### src/rtl/cam_pkg.sv
// Shared types and combinational helpers for the CAM: FSM state, population count, priority encode.
// Helpers work on a MAX_DEPTH-wide vector; callers zero-extend and truncate to their own widths.
package cam_pkg;

  localparam int MAX_DEPTH  = 256;
  localparam int MAX_ADDR_W = 8;
  localparam int MAX_CNT_W  = 9;

  typedef enum logic [0:0] {
    IDLE = 1'b0,
    FILL = 1'b1
  } cam_state_e;

  typedef struct packed {
    logic                  hit;
    logic [MAX_ADDR_W-1:0] addr;
  } prio_t;

  function automatic logic [MAX_CNT_W-1:0] popcount(input logic [MAX_DEPTH-1:0] vec);
    logic [MAX_CNT_W-1:0] cnt;
    cnt = '0;
    for (int i = 0; i < MAX_DEPTH; i++) begin
      cnt = cnt + MAX_CNT_W'(vec[i]);
    end
    return cnt;
  endfunction

  // Ascending scan so the last set bit seen (highest index) wins; addr stays 0 on miss.
  function automatic prio_t prio_enc(input logic [MAX_DEPTH-1:0] vec);
    prio_t res;
    res = '0;
    for (int i = 0; i < MAX_DEPTH; i++) begin
      if (vec[i]) begin
        res.hit  = 1'b1;
        res.addr = MAX_ADDR_W'(i);
      end
    end
    return res;
  endfunction

endpackage

### src/rtl/cam_match_enc.sv
// Match vector to {hit, highest-index addr, match count}; purely combinational, no flow control.
// Sits in front of the response register so the lookup path stays a single cycle.
module cam_match_enc
  import cam_pkg::*;
#(
  parameter int DEPTH  = 8,
  parameter int ADDR_W = $clog2(DEPTH),
  parameter int CNT_W  = $clog2(DEPTH + 1)
) (
  input  logic [DEPTH-1:0]  match_vec,
  output logic              hit,
  output logic [ADDR_W-1:0] addr,
  output logic [CNT_W-1:0]  count
);

  logic [MAX_DEPTH-1:0] vec_ext;
  prio_t                pe;

  assign vec_ext = MAX_DEPTH'(match_vec);
  assign pe      = prio_enc(vec_ext);
  assign hit     = pe.hit;
  assign addr    = ADDR_W'(pe.addr);
  assign count   = CNT_W'(popcount(vec_ext));

endmodule

### src/rtl/cam_table.sv
// Content-addressable table with valid bits, write/invalidate port, fill sequencer; lookup result 1 cycle after accept.
// Lookups are refused (lk_ready=0) and maintenance inputs ignored while the fill sequencer runs.
module cam_table
  import cam_pkg::*;
#(
  parameter int DATA_W = 16,
  parameter int DEPTH  = 8,
  parameter int ADDR_W = $clog2(DEPTH),
  parameter int CNT_W  = $clog2(DEPTH + 1)
) (
  input  logic              clk,
  input  logic              rst_n,
  input  logic              fill_start,
  input  logic              flush,
  output logic              busy,
  input  logic              wr_en,
  input  logic              inv_en,
  input  logic [ADDR_W-1:0] wr_addr,
  input  logic [DATA_W-1:0] wr_data,
  input  logic              lk_req,
  output logic              lk_ready,
  input  logic [DATA_W-1:0] lk_data,
  output logic              rsp_valid,
  output logic              rsp_hit,
  output logic [ADDR_W-1:0] rsp_addr,
  output logic [CNT_W-1:0]  rsp_count
);

  cam_state_e        state_q, state_d;
  logic [ADDR_W-1:0] ptr_q, ptr_d;
  logic [DATA_W-1:0] data_q [DEPTH];
  logic [DATA_W-1:0] data_d [DEPTH];
  logic [DEPTH-1:0]  valid_q, valid_d;

  logic              rsp_valid_q, rsp_valid_d;
  logic              rsp_hit_q, rsp_hit_d;
  logic [ADDR_W-1:0] rsp_addr_q, rsp_addr_d;
  logic [CNT_W-1:0]  rsp_count_q, rsp_count_d;

  logic [DEPTH-1:0]  match_vec;
  logic              enc_hit;
  logic [ADDR_W-1:0] enc_addr;
  logic [CNT_W-1:0]  enc_count;
  logic              lk_acc;

  assign busy     = (state_q == FILL);
  assign lk_ready = !busy;
  assign lk_acc   = lk_req && lk_ready;

  // Compare against registered contents, so a same-cycle write is seen only from the next lookup.
  always_comb begin
    match_vec = '0;
    for (int i = 0; i < DEPTH; i++) begin
      match_vec[i] = valid_q[i] && (data_q[i] == lk_data);
    end
  end

  cam_match_enc #(
    .DEPTH  (DEPTH),
    .ADDR_W (ADDR_W),
    .CNT_W  (CNT_W)
  ) u_match_enc (
    .match_vec (match_vec),
    .hit       (enc_hit),
    .addr      (enc_addr),
    .count     (enc_count)
  );

  always_comb begin
    state_d = state_q;
    ptr_d   = ptr_q;
    data_d  = data_q;
    valid_d = valid_q;
    case (state_q)
      IDLE: begin
        if (flush) begin
          valid_d = '0;
        end else if (fill_start) begin
          state_d = FILL;
          ptr_d   = '0;
        end else begin
          // Loop compare also drops writes aimed past DEPTH-1.
          for (int i = 0; i < DEPTH; i++) begin
            if (wr_addr == ADDR_W'(i)) begin
              if (inv_en) begin
                valid_d[i] = 1'b0;
              end else if (wr_en) begin
                data_d[i]  = wr_data;
                valid_d[i] = 1'b1;
              end
            end
          end
        end
      end
      FILL: begin
        for (int i = 0; i < DEPTH; i++) begin
          if (ptr_q == ADDR_W'(i)) begin
            data_d[i]  = DATA_W'(i);
            valid_d[i] = 1'b1;
          end
        end
        ptr_d = ptr_q + ADDR_W'(1);
        if (ptr_q == ADDR_W'(DEPTH - 1)) begin
          state_d = IDLE;
        end
      end
      default: state_d = IDLE;
    endcase
  end

  always_comb begin
    rsp_valid_d = lk_acc;
    rsp_hit_d   = rsp_hit_q;
    rsp_addr_d  = rsp_addr_q;
    rsp_count_d = rsp_count_q;
    if (lk_acc) begin
      rsp_hit_d   = enc_hit;
      rsp_addr_d  = enc_addr;
      rsp_count_d = enc_count;
    end
  end

  always_ff @(posedge clk or negedge rst_n) begin
    if (!rst_n) begin
      state_q     <= IDLE;
      ptr_q       <= '0;
      valid_q     <= '0;
      rsp_valid_q <= 1'b0;
      rsp_hit_q   <= 1'b0;
      rsp_addr_q  <= '0;
      rsp_count_q <= '0;
      for (int i = 0; i < DEPTH; i++) begin
        data_q[i] <= '0;
      end
    end else begin
      state_q     <= state_d;
      ptr_q       <= ptr_d;
      valid_q     <= valid_d;
      rsp_valid_q <= rsp_valid_d;
      rsp_hit_q   <= rsp_hit_d;
      rsp_addr_q  <= rsp_addr_d;
      rsp_count_q <= rsp_count_d;
      for (int i = 0; i < DEPTH; i++) begin
        data_q[i] <= data_d[i];
      end
    end
  end

  assign rsp_valid = rsp_valid_q;
  assign rsp_hit   = rsp_hit_q;
  assign rsp_addr  = rsp_addr_q;
  assign rsp_count = rsp_count_q;

endmodule

### config.mk
export PLATFORM = sky130hd
export DESIGN_NAME = cam_table
export DESIGN_NICKNAME = d
export VERILOG_FILES = /design/src/rtl/cam_pkg.sv /design/src/rtl/cam_match_enc.sv /design/src/rtl/cam_table.sv
export SDC_FILE = /design/constraint.sdc
export NUM_CORES = 1
export LEC_CHECK = 0
export CORE_ASPECT_RATIO = 0.9
export CORE_UTILIZATION = 59
export CTS_CLUSTER_DIAMETER = 30
export CTS_CLUSTER_SIZE = 40
export DETAILED_ROUTE_END_ITERATION = 7
export PLACE_DENSITY = 0.81
export SYNTH_ARGS = -nofsm -noshare
export SYNTH_HDL_FRONTEND = slang
export SYNTH_SLANG_ARGS = --single-unit
### constraint.sdc
create_clock -name clk -period 4.45 [get_ports clk]
set_input_delay 0.445 -clock clk [delete_from_list [all_inputs] [get_ports clk]]
set_output_delay 0.445 -clock clk [all_outputs]
set_load 0.01 [all_outputs]
# --- Word-level counts from Yosys, hierarchy flattened ---
# Index checks and enable logic that the tools add are counted.
totals:
  rom_bits: 0
  latchBits: 0
  reg_bits: 149
  in_bits: 42
  ramBits: 0
  word_cells: 170
  n_memories: 0
classes:
  n_bitwise: 1
  mul: 0
  addsub: 8
  magnitude_cmp: 0
  eq_ne: 53
  n_reduce_logical: 29
  shift: 0
  div: 0
  mux: 57
ops:
  columns: ["cell", "count"]
  rows:
  - ["2-to-1 mux 16 bit", 18]
  - ["2-to-1 mux 128 bit", 2]
  - ["one-hot mux 128 bit (2 select lines)", 1]
  - ["== test 16 bit", 8]
  - ["2-to-1 mux 9 bit", 8]
  - ["AND reduction 6 bit", 8]
  - ["AND reduction 4 bit", 8]
  - ["inequality test 3 bit, second input constant", 9]
  - ["inequality test 2 bit, second input constant", 13]
  - ["adder 4 x 1 -> 4 bit", 6]
  - ["== test 3 bit, second input constant", 8]
  - ["2-to-1 mux 1 bit", 21]
  - ["2-to-1 mux 8 bit", 2]
  - ["inequality test 2 x 1 -> 1 bit, second input constant", 8]
  - ["one-hot mux 8 bit (2 select lines)", 1]
  - ["== test 3 x 2 -> 1 bit, second input constant", 4]
  - ["logical AND 1 bit", 9]
  - ["== test 3 x 1 -> 1 bit, second input constant", 2]
  - ["logical NOT 3 bit", 2]
  - ["2-to-1 mux 3 bit", 2]
  - ["one-hot mux 3 bit (2 select lines)", 1]
  - ["inequality test 4 bit, second input constant", 1]
  - ["adder 3 x 1 -> 3 bit, second input constant", 1]
  - ["adder 1 x 1 -> 2 bit", 1]
  - ["other kinds (4)", 4]

# --- Longest topological paths before layout ---
# Gate-level depths: netlist (run 1).
depth:
  word_depth: 10
  depth_mapped: 15

# --- Hierarchy ---
# A second synthesis (run 1) with hierarchy kept.
unflattened:
  cells_unflattened: 653
  area_unflattened_um2: 7532.2
modules_own_cells:
  columns: ["module", "area_each_um2", "n_inst", "cells_each", "seq_area_each_um2"]
  rows:
  - ["cam_table", 7277.0, 1, 620, 3728.6]
  - ["cam_match_enc", 255.2, 1, 33, 0.0]

# --- Worst setup path before layout (run 1) ---
# Ideal clock, no wire load.
synth_timing:
  path_type: "input to register"
  startpoint: "input port lk_data[1]"
  endpoint: "register rsp_count_q[2] (netlist: rsp_count[2])"
  slack_ns: 0.539
  n_path_buf: 1
  setup_ns: 0.132
  t_required_ns: 4.318
  stages: 13
  arrival_time_ns: 3.779
  path_cell_list: "clkbuf_1 xor2_1 nor4_1 nand2_1 nor4_1 ha_1 inv_1 fa_1 fa_1 fa_1 fa_1 xor2_1 o21ai_1"
synth_via:
  elab_chain_cells: 9
  elab_cells_between_ends: 23
  cone_classes: "7 x add/sub; 8 x eq/ne; 8 x reduce/logical"
synth_lines:
  columns: ["element", "line_no", "text"]
  rows:
  - ["start: declaration", "cam_table.sv:22", "input logic [DATA_W-1:0] lk_data,"]
  - ["== test 16 bit", "cam_table.sv:54", "match_vec[i] = valid_q[i] && (data_q[i] == lk_data);"]
  - ["logical AND 1 bit", "cam_table.sv:54", null]
  - ["adder 1 x 1 -> 2 bit", "cam_pkg.sv:23", "cnt = cnt + MAX_CNT_W'(vec[i]);"]
  - ["adder 4 x 1 -> 4 bit (5 in series)", "cam_pkg.sv:23", null]
  - ["adder 4 x 1 -> 4 bit (*)", "cam_pkg.sv:23", null]
  - ["end signal: assignment", "cam_table.sv:142", "rsp_count_q <= rsp_count_d;"]
  - ["end: declaration", "cam_table.sv:38", "logic [CNT_W-1:0] rsp_count_q, rsp_count_d;"]
# Mark *: on every way between the ends. The rest lies on a longest branch, timed or not.
# A chain may end at the register's enable or synchronous reset.

# --- Worst setup path in the final report (run 1) ---
layout_timing:
  startpoint: "input port lk_data[12]"
  endpoint: "register rsp_count_q[2] (netlist: rsp_count[2])"
# Same word-level chain as after synthesis.

==> run metrics, run 1 <==
Detailed Routing Iterations Pass 1 6; Crit path depth 14; Cell Int Power 3.698 mW; crit path max-delay cell type clkdlybuf4s50_1; Design Power 6.080 mW; LEAKAGE 3.901 nW; GRT Util Overall 35.28%; Hold Vio Cnt, Final 0; worst path bufs/invs 3; CTS tree done; commonest non-fill, non-tap cell in the layout dfrtp_1; Mapped Area 7675 um2; die width 122.2 um; PwrDens 671.3 nW/um2; CP top delay family adder cells; worst r2r dst rsp_count[2]; vias in the first global route 6198; Min-Delay Path Class input pin to async pin; std cell rows 39; Syn Inst Count 763; worst path cell trace clkdlybuf4s50_1 -> xor2_1 -> nor4_1 -> nand2_1 -> nor4_1 -> buf_4 -> ha_1 -> inv_1 -> fa_1 -> fa_1 -> fa_1 -> fa_1 -> xor2_1 -> o21ai_1; die height 110.2 um; Avg Synthesized Cell Area 10.06 um2; Main synth FF type dfrtp_1; Post-Syn Nets 819; RSZ-0062 raised after global routing false; VDD IR-drop max 0.4733 mV; share of layout cells above drive strength 1 8.393%; Tmin final 4.090 ns; Setup CP Type input pin to register; H-tree level count 4; CP endpoint kind register; Reg2Reg Setup Slack 0.66 ns; logic gate share of total power 35.9%; global-route wire length before repair 34770 um; end of the critical path rsp_count[2]; Die ar. 13470 um2; Worst path max stage delay 0.58 ns; TritonCTS buffer count 17; port bufs 52; synth warn 0; startpoint types input pin; skew final 0.009600 ns; Max Slew Vio Count 0; final worst-path cycle share 91.91%; Worst EP required 4.76 ns; wire per inst 22.31 um; post-route ant nets 0; Final #Nets 877; vias per std cell 6.449; Yosys reg bits 149; Clock Pin Slew Worst Setup and Hold Paths 0.06 ns; gr ovfl total 0; core area 12690 um2; WP data arrival 4.40 ns; DRT iter0 DRCs 685; Detailed Route WL 22260 um; Synth cell types 52; final RePlAce weighted congestion 0.9086; Max Freq 244.5 MHz; Area Growth Syn to Fin 18.01%; initial antenna violation count 0; worst setup path start lk_data[12]; register area share after synthesis 48.58%; switching share of total power 39.18%; io pins 53; Max-cap violations 0; Clk pwr share 24.5%; Util after Layout 71.39%; Final Setup Violations 0; largest net degree at the start of global routing 122; Fill cells 914; CTS-repair resized insts 0; CP Max Fanout 5; run status completed; Slew @ Worst Pin 1.318 ns; EDFF count, synth 0; sequential share of power 39.6%; n_diodes 0; CTS Buffer Depth 2; Sink Count 149; Slew HR 11.52%; switching power of the nets 2.382 mW; worst r2r src data_q[97]; initial core utilization 60.49%; Root Buffer clkbuf_16; drt drc 0; Synth async-reset ratio 100.0%; Post-DP HPWL 16140 um; most frequent cells in the layout 149 x dfrtp_1, 104 x nand2_1, 66 x xnor2_1, 64 x o21ai_1, 63 x xor2_1; # hold bufs at CTS 0; most repeated library cell on the critical path fa_1; clock insertion delay at the later pin of the skew report 0.44 ns; Setup Buffers After CTS 0; cell depth of the worst flop-to-flop path 13; DR vias 6436
==> cells in the mapped netlist, drive strengths merged, types with 9 or more instances <==
cell	instances	area (um2)
a21oi	31	155.2
a22o	56	490.5
buf	12	71.31
clkbuf	32	120.1
dfrtp	149	3729
ha	10	125.1
inv	23	86.33
nand2	104	390.4
nand4	16	100.1
nor2	26	97.59
nor3	9	45.04
nor4	21	137.6
o21ai	67	335.3
o2bb2ai	15	131.4
xnor2	66	578.1
xor2	63	551.8
==> state kept, by name (all words and copies together), names as in the netlist <==
register / flops
busy: 1
data_q: 128
ptr_q: 3
rsp_addr: 3
rsp_count: 4
rsp_hit: 1
rsp_valid: 1
valid_q: 8
==> logic make-up (layout without fill, tap and decap cells) <==
| logic type | after synthesis | in the layout | synth area share [%] |
|---|---|---|---|
| adders and majority gates | 14 | 14 | 2.674 |
| xor gates and xnor gates | 129 | 129 | 14.72 |
| and+or+nand+nor | 215 | 215 | 13.73 |
| buffers and inverters | 67 | 138 | 3.619 |
| DFF | 149 | 149 | 48.58 |
| AOI/OAI and AO/OA | 188 | 188 | 16.55 |
| muxes | 1 | 1 | 0.1304 |
==> final cells by class <==
cell class,instances,area [um2],area share [%]
flip-flops and latches,149,3729,41.17
multi-input cells,547,3677,40.60
repair buffers,83,754.5,8.330
clock buffers,18,429.2,4.738
well taps,164,205.2,2.266
clock inverters,14,176.4,1.948
inverters,23,86.33,0.9532
==> per-layer routing <==
metal  vias to the layer above  share of wire, %  GRT usage [%]
met5                         -                 0              0
met4                         0               2.4          11.59
met3                        50               8.7          7.870
met2                       360                46          53.49
met1                      3224                43          50.36
li1                       2802                 -              -
==> power groups by stage <==
stage	Combinational, mW	Sequential (mW)	Clock (mW)
3_3_place_gp	2.04	2.37	0
5_1_grt	2.37	2.46	1.56
2_1_floorplan	1.53	2.24	0
6_report	2.18	2.41	1.49
3_5_place_dp	2.12	2.39	0
4_1_cts	2.14	2.39	1.49
==> how the worst min path moves through the flow <==
stage                     slack [ns]           end          from
after detailed placement        0.47  rsp_count[0]  rsp_count[0]
after global routing            0.29      ptr_q[0]         rst_n
after floorplan                 0.15          busy         rst_n
after CTS                       0.25      ptr_q[2]         rst_n
final                           0.18          busy         rst_n
after global placement          0.47  rsp_count[0]  rsp_count[0]
==> metrics by stage <==
step / std cells / setup WS [ns] / setup TNS, ns / instance area (um2) / hold WS, ns
global placement: 966 / -0.01746 / -0.01746 / 8452 / 0.4699
CTS: 998 / 0.4098 / 0 / 9057 / 0.2526
finish: 998 / 0.3601 / 0 / 9057 / 0.1849
floorplan: 763 / 0.5390 / 0 / 7675 / 0.1494
global route: 998 / 0.2082 / 0 / 9057 / 0.2891
detailed placement: 966 / -0.02244 / -0.02244 / 8452 / 0.4748
No activity file was read; power rests on OpenSTA's default activity.
==> run 2: changes to the inputs <==
CORE_ASPECT_RATIO = 2   (was 0.9)
==> run 2 against run 1 <==
Effect of this change:
- clock-buffer cell count is the same
- die area increased by 0.20%
- clock power fell by 9%
- utilization shrank 0.096 points
- final area down 0.61%
==> run metrics, run 2 (same netlist as run 1, synthesis figures left out) <==
run status completed; GRT Util Overall 40.14%; Setup WS pre-CTS -0.08519 ns; CP endpoint kind register; port bufs 52; register area 3729 um2; Root Buffer clkbuf_16; Hold WS 0.09300 ns; final worst-path cycle share 93.49%; Area Growth Syn to Fin 17.30%; drt drc 0; TritonCTS buffer count 17; multi-input logic area 3677 um2; wire per inst 24.89 um; io pins 53; post-route ant nets 0; Detailed Routing Iterations Pass 1 7; clock insertion delay at the later pin of the skew report 0.43 ns; most frequent cells in the layout 149 x dfrtp_1, 104 x nand2_1, 66 x xnor2_1, 64 x o21ai_1, 63 x xor2_1; Detailed Route WL 24570 um; initial antenna violation count 0; final RePlAce weighted congestion 0.9964; vias per std cell 6.426; Design Power 6.035 mW; setup tns final 0 ns; Hold Vio Cnt, Final 0; # hold bufs at CTS 0; Max Slew Vio Count 0; CTS tree done; CTS-repair resized insts 0; Setup CP Type input pin to register; Largest register FFs 128; Fill cells 942; Most flops, register data_q; Final Non-Filler Cells 987; Worst Slack Setup Final 0.2895 ns; Final #Nets 880; RSZ-0062 raised after global routing false; CTS Buffer Depth 2; share of layout cells above drive strength 1 8.722%; Area after DPL 8457 um2; Slew @ Worst Pin 1.060 ns; Max Freq 240.4 MHz; Final Setup Violations 0; Tmin final 4.161 ns; startpoint types input pin; Die ar. 13500 um2; Clock Pin Slew Worst Setup and Hold Paths 0.07 ns; initial core utilization 60.78%; global-route wire length before repair 37760 um; Setup Buffers After CTS 0; n_diodes 0; Util after Layout 71.29%; Min-Delay Path Class input pin to async pin; DR vias 6342; Slew HR 29.35%; Post-DP HPWL 17720 um; H-tree level count 4; DRT iter0 DRCs 524; Sink Count 149; fin area 9002 um2; skew final 0.01157 ns; Reg2Reg Setup Slack 0.43 ns; LEAKAGE 3.898 nW; die width 82.65 um; VDD IR-drop max 0.4671 mV; largest net degree at the start of global routing 111; core area 12630 um2; vias in the first global route 6672; gr ovfl total 0; PwrDens 670.3 nW/um2; WP data arrival 4.46 ns; CP Max Fanout 5; die height 163.3 um; Max-cap violations 0; Worst EP required 4.75 ns; placed insts 955; std cell rows 58; commonest non-fill, non-tap cell in the layout dfrtp_1
-- run 2: cell count changes in the layout (fill, tap and decap cells not counted), sizes merged --
cell,change
inv,+4
clkinvlp,-2
bufinv,-3
buf,+3
clkinv,+1
-- run 2: power breakdown --
group / internal, mW / switching [mW]
combinational: 0.920 / 1.39
clock: 0.729 / 0.617
sequential: 1.91 / 0.472
total: 3.56 / 2.47
-- run 2: per-layer routing --
metal	track usage, %	share of wire [%]	up-vias
met4	31.58	8.9	0
met2	64.68	50	307
li1	-	-	2812
met3	10.56	6.0	108
met1	43.00	35	3115
met5	0	0	-
-- run 2: path summary, 6_finish.rpt --
kind | startpoint | to | cells after the start
worst max-delay path | lk_data[2] | rsp_count[2] | 14
worst max register to register | data_q[108] | rsp_count[2] | 12
max in group asynchronous | rst_n | data_q[126] | 2
worst min register to register | rsp_count[1] | rsp_count[1] | 2
worst min-delay path | rst_n | data_q[15] | 1
min in group clk | rsp_count[1] | rsp_count[1] | 2
-- run 2: critical path: stages --
cell	delay, ns
clkdlybuf4s50_1	0.58
xnor2_1	0.43
nand4_1	0.20
nor4_1	0.33
nand3_1	0.17
inv_1	0.08
ha_1	0.22
inv_1	0.08
fa_1	0.43
fa_1	0.46
fa_1	0.43
fa_1	0.39
xor2_1	0.15
o21ai_1	0.07
-- run 2: area by class of cell --
cell class | count | area share, %
Tap cell | 150 | 2.085
Inverter | 23 | 0.9590
Clock inverter | 14 | 1.293
Timing Repair Buffer | 86 | 8.631
Multi-Input combinational cell | 547 | 40.85
Sequential cell | 149 | 41.42
Clock buffer | 18 | 4.767
